===== src/rtl/mem_io_bridge.sv =====
// mem_io_bridge: memory-stage address decoder between EX/MEM and DataMemory.
// Loads and stores that fall in a 32-byte I/O window are steered to on-block
// registers instead of RAM: an output port, a synchronized input port with
// change detect, an interval timer and a maskable interrupt line.
//
// Ports:
//   clk, reset     - system clock, synchronous active-high reset
//   Address        - byte address from the EX/MEM ALU result
//   WriteData      - store data from EX/MEM
//   MemWrite       - store strobe from EX/MEM
//   MemRead        - load strobe from EX/MEM
//   RAMReadData    - DataMemory read data
//   PortIn         - asynchronous external input
//   RAM_MemWrite   - store strobe to DataMemory, suppressed inside the window
//   RAM_MemRead    - load strobe to DataMemory, suppressed inside the window
//   ReadData       - load data to MEM/WB (I/O register or RAM data)
//   PortOut        - software-driven output port register
//   Irq            - interrupt request
//
// Register map (word offsets): 0 PORT_OUT, 1 PORT_IN, 2 STATUS (W1C),
// 3 TIMER_CMP, 4 TIMER_CNT, 5 IRQ_EN, 6/7 reserved (read 0).
module mem_io_bridge #(
  parameter logic [31:0] IO_BASE  = 32'h1001_0000,
  parameter int          IN_WIDTH = 8
) (
  input  logic                clk,
  input  logic                reset,
  input  logic [31:0]         Address,
  input  logic [31:0]         WriteData,
  input  logic                MemWrite,
  input  logic                MemRead,
  input  logic [31:0]         RAMReadData,
  input  logic [IN_WIDTH-1:0] PortIn,
  output logic                RAM_MemWrite,
  output logic                RAM_MemRead,
  output logic [31:0]         ReadData,
  output logic [31:0]         PortOut,
  output logic                Irq
);

  localparam logic [2:0] OFF_PORT_OUT  = 3'd0;
  localparam logic [2:0] OFF_PORT_IN   = 3'd1;
  localparam logic [2:0] OFF_STATUS    = 3'd2;
  localparam logic [2:0] OFF_TIMER_CMP = 3'd3;
  localparam logic [2:0] OFF_TIMER_CNT = 3'd4;
  localparam logic [2:0] OFF_IRQ_EN    = 3'd5;

  logic                is_io_s;
  logic [2:0]          offset_s;
  logic                io_wr_s;
  logic                wr_status_s;
  logic                in_change_s;
  logic                timer_hit_s;
  logic [31:0]         io_rdata_s;
  logic                unused_addr_lsb_s;

  logic [31:0]         port_out_r;
  logic [IN_WIDTH-1:0] s1_r;
  logic [IN_WIDTH-1:0] s2_r;
  logic [IN_WIDTH-1:0] prev_r;
  logic                in_changed_r;
  logic                timer_match_r;
  logic [31:0]         timer_cmp_r;
  logic [31:0]         timer_cnt_r;
  logic [1:0]          irq_en_r;

  // Byte lanes are ignored inside the window; every access is a full word.
  assign unused_addr_lsb_s = ^Address[1:0];

  assign is_io_s      = (Address[31:5] == IO_BASE[31:5]);
  assign offset_s     = Address[4:2];
  assign io_wr_s      = MemWrite & is_io_s;
  assign wr_status_s  = io_wr_s & (offset_s == OFF_STATUS);
  assign in_change_s  = (s2_r != prev_r);
  // A zero compare value disables the timer, so no match is ever raised then.
  assign timer_hit_s  = (timer_cmp_r != 32'd0) && (timer_cnt_r == timer_cmp_r);

  assign RAM_MemWrite = MemWrite & ~is_io_s;
  assign RAM_MemRead  = MemRead & ~is_io_s;
  assign ReadData     = is_io_s ? io_rdata_s : RAMReadData;
  assign PortOut      = port_out_r;
  assign Irq          = |({timer_match_r, in_changed_r} & irq_en_r);

  // I/O register read mux; reads see the pre-write value of the same cycle.
  always_comb begin
    io_rdata_s = 32'd0;
    case (offset_s)
      OFF_PORT_OUT:  io_rdata_s = port_out_r;
      OFF_PORT_IN:   io_rdata_s = 32'(s2_r);
      OFF_STATUS:    io_rdata_s = {30'd0, timer_match_r, in_changed_r};
      OFF_TIMER_CMP: io_rdata_s = timer_cmp_r;
      OFF_TIMER_CNT: io_rdata_s = timer_cnt_r;
      OFF_IRQ_EN:    io_rdata_s = {30'd0, irq_en_r};
      default:       io_rdata_s = 32'd0;
    endcase
  end

  // All I/O state: synchronizer, port/irq-enable registers, flags and timer.
  always_ff @(posedge clk) begin
    if (reset) begin
      s1_r          <= '0;
      s2_r          <= '0;
      prev_r        <= '0;
      port_out_r    <= 32'd0;
      irq_en_r      <= 2'd0;
      in_changed_r  <= 1'b0;
      timer_match_r <= 1'b0;
      timer_cmp_r   <= 32'd0;
      timer_cnt_r   <= 32'd0;
    end else begin
      s1_r   <= PortIn;
      s2_r   <= s1_r;
      prev_r <= s2_r;

      if (io_wr_s && (offset_s == OFF_PORT_OUT)) begin
        port_out_r <= WriteData;
      end else begin
        port_out_r <= port_out_r;
      end

      if (io_wr_s && (offset_s == OFF_IRQ_EN)) begin
        irq_en_r <= WriteData[1:0];
      end else begin
        irq_en_r <= irq_en_r;
      end

      // Hardware set beats a write-one-to-clear landing on the same edge.
      in_changed_r  <= in_change_s | (in_changed_r & ~(wr_status_s & WriteData[0]));
      timer_match_r <= timer_hit_s | (timer_match_r & ~(wr_status_s & WriteData[1]));

      // Writing the compare value or the counter restarts the count from 0.
      if (io_wr_s && (offset_s == OFF_TIMER_CMP)) begin
        timer_cmp_r <= WriteData;
        timer_cnt_r <= 32'd0;
      end else if ((io_wr_s && (offset_s == OFF_TIMER_CNT)) ||
                   (timer_cmp_r == 32'd0) || timer_hit_s) begin
        timer_cmp_r <= timer_cmp_r;
        timer_cnt_r <= 32'd0;
      end else begin
        timer_cmp_r <= timer_cmp_r;
        timer_cnt_r <= timer_cnt_r + 32'd1;
      end
    end
  end

endmodule


===== config.mk =====
export PLATFORM = sky130hd
export DESIGN_NAME = mem_io_bridge
export DESIGN_NICKNAME = d
export VERILOG_FILES = /design/src/rtl/mem_io_bridge.sv
export SDC_FILE = /design/constraint.sdc
export NUM_CORES = 1
export LEC_CHECK = 0
export CORE_MARGIN = 3
export CORE_UTILIZATION = 35
export CTS_BUF_LIST = sky130_fd_sc_hd__clkbuf_4 sky130_fd_sc_hd__clkbuf_8
export DETAILED_ROUTE_END_ITERATION = 6
export PLACE_DENSITY_LB_ADDON = 0.25
export REMOVE_ABC_BUFFERS = 1
export SETUP_SLACK_MARGIN = 0.5
export SYNTH_ARGS = -nofsm -noshare
export SYNTH_HDL_FRONTEND = slang
export SYNTH_SLANG_ARGS = --single-unit

===== constraint.sdc =====
create_clock -name clk -period 4.5 [get_ports clk]
set_input_delay 0.45 -clock clk [delete_from_list [all_inputs] [get_ports clk]]
set_output_delay 0.45 -clock clk [all_outputs]
set_load 0.02 [all_outputs]

==> reports/qor.txt <==
status = complete, no violations
Placer Congestion = 0.7763
CP Max Fanout = 14
drt wl/cell = 16.18 um
worst endpoint data arrival time = 3.05 ns
Fillers = 1662
postcts setup bufs = 0
CTS H-tree lvls = 4
leakage power = 0.003158 uW
Gates resized, CTS repair = 0
RSZ-0062 raised after global routing = no
crit share post-route = 77.89%
DR vias/cell = 5.034
ys flop type = dfxtp_1
Fin. Hold Viols = 0
Die H = 140 um
chip width = 140 um
Layout area overhead = 36.81%
register area share after synthesis = 39.50%
crit path capture type = output pin
Clock Latency Late Sink = 0.44 ns
drt first pass iters = 4
Max Cap Violations = 0
max_slew headroom = 44.64%
first-pass GRT wire length = 29440 um
combinational share of power = 10.1%
met3 Usage GRT = 4.097%
# DRC = 0
most common cell after layout, fill and taps aside = clkdlybuf4s50_1
Most Crowded Layer GR = met2
Psw = 533.8 uW
fraction of registers with async set/reset = 0%
largest net degree at the start of global routing = 51
met1 usage = 24.66%
Setup TNS Final = 0 ns
# clock sinks = 124
Worst Setup Path Type = input pin to output pin
met2 usage = 30.11%
Clk pwr share = 43.2%
initial antenna violation count = 0
Final setup viols = 0
Slew Limit Fails = 0
highest-count cells in the layout ignoring fill and taps = clkdlybuf4s50_1 (171), nor2_1 (136), dfxtp_1 (124)
Antenna Cells = 0
Period minus WS final = 3.505 ns
total CTS buffers = 17
type of origin of the critical path = input pin
flops & latches, synth = 124
DR iter-0 viols = 355
Rows = 48
overall routing resource usage = 18.49%
Cells after Synth = 715
switch share = 22.43%
P_int = 1846 uW
Yosys warning total = 0
Seq pwr share = 46.7%
clk slew on worst S/H paths = 0.07 ns
Synth cell types = 39
final total power = 2380 uW
grt ovf = 0
Worst Hold Class = flop to flop
vias = 5578
post-route ant nets = 0
post-DP HPWL = 12980 um
CTS Root Cell = clkbuf_8
Starting Density = 36.08%
Worst Tran Pin Value = 0.8305 ns
pre-CTS WS = 0.9961 ns
final std cells w/o fill = 1108
drt total wl = 17920 um
register area = 2482 um^2
I/O pin count = 175
vias in the first global route = 5619
fin worst setup slack = 0.9950 ns
f_max = 285.3 MHz
hold buffers post-CTS = 0
clk buf depth = 2
Post-synth EDFFs = 0
Max IR drop VDD = 0.1789 mV
Worst Path Required = 4.05 ns
Setup Skew = 0.01128 ns
CTS tree = built
Post-Syn Area = 6285 um^2
PD cells = 276.8 nW/um^2
layout cells sized above 1 = 8.494%
Port Buffers = 172
total core area = 17420 um^2
area of the multi-input gates = 3550 um^2
Avg Cell Area, Syn = 8.790 um^2
placed cells = 1076
die area = 19600 um^2
Post-layout nets = 979
Hold WS = 0.4364 ns
[final timing paths]
check | to | from | cells past startpoint | slack, ns
worst max-delay path | ReadData[18] | Address[3] | 9 | 1.0
worst min-delay path | s2_r[2] | s1_r[2] | 1 | 0.44
worst max register to register | timer_match_r | timer_cnt_r[23] | 6 | 2.13
worst min register to register | s2_r[2] | s1_r[2] | 1 | 0.44
[critical path, cell delays in order]
cell and delay [ns]:
clkdlybuf4s50_1 0.45, buf_4 0.22, and2_1 0.57, buf_4 0.32, a22oi_1 0.09, nor2_1 0.11, a21oi_1 0.06, a21oi_1 0.16
clkdlybuf4s50_1 0.62
[per-layer routing]
layer  up-vias  wire length [um]  share of wire [%]
met1      2575              8276                 46
met2       168              8364                 47
met5         -                 0                  0
met4         0               191                1.1
met3        13              1089                6.1
li1       2822                 -                  -
[power by group through the flow]
stage	sequential (uW)	clock (uW)	combinational, uW
after global placement	1140	0	238
after global routing	1110	1090	258
after CTS	1110	1060	241
final	1110	1030	240
after floorplan	1130	0	68.4
after detailed placement	1140	0	240
[sequential cells by signal (all words and copies together) (netlist names)]
signal and flops:
s2_r 8, timer_match_r 1, in_changed_r 1, timer_cmp_r 32, prev_r 8, s1_r 8, timer_cnt_r 32, PortOut 32
irq_en_r 2
[cells in the mapped netlist, types with 14 or more instances]
library cell | instances | area [um^2]
xor2_1 | 61 | 534.3
clkbuf_1 | 32 | 120.1
a22oi_1 | 33 | 247.7
nor2_1 | 138 | 518.0
nor2b_1 | 27 | 168.9
mux2i_1 | 67 | 670.6
nor3_1 | 34 | 170.2
a21oi_1 | 57 | 285.3
dfxtp_1 | 124 | 2482
nor4_1 | 20 | 125.1
nand3_1 | 14 | 70.07
[area by class of cell]
cell class                      instances  share of cell area [%]
Clock buffer                           26                   4.016
Clock inverter                          6                  0.9313
Inverter                                4                  0.1746
Multi-Input combinational cell        534                   41.28
Sequential cell                       124                   28.87
Tap cell                              225                   3.274
Timing Repair Buffer                  189                   21.45
[through the flow]
| step | area, um^2 | utilization [%] |
|---|---|---|
| 6_report | 8598 | 49.37 |
| 5_1_grt | 8598 | 49.37 |
| 4_1_cts | 8598 | 49.37 |
| 3_5_place_dp | 8173 | 46.93 |
| 3_3_place_gp | 8173 | 46.93 |
| 2_1_floorplan | 6026 | - |
[logic make-up after synthesis]
kind of cell | share of synthesized area (%)
AO/OA/AOI/OAI | 9.954
XOR/XNOR | 9.755
adder cells (fa/ha/maj) | 0.1991
buffers and inverters | 4.360
flip-flops | 39.50
multiplexers | 12.28
AND/OR/NAND/NOR | 23.95
(Power assumes the default switching activity.)
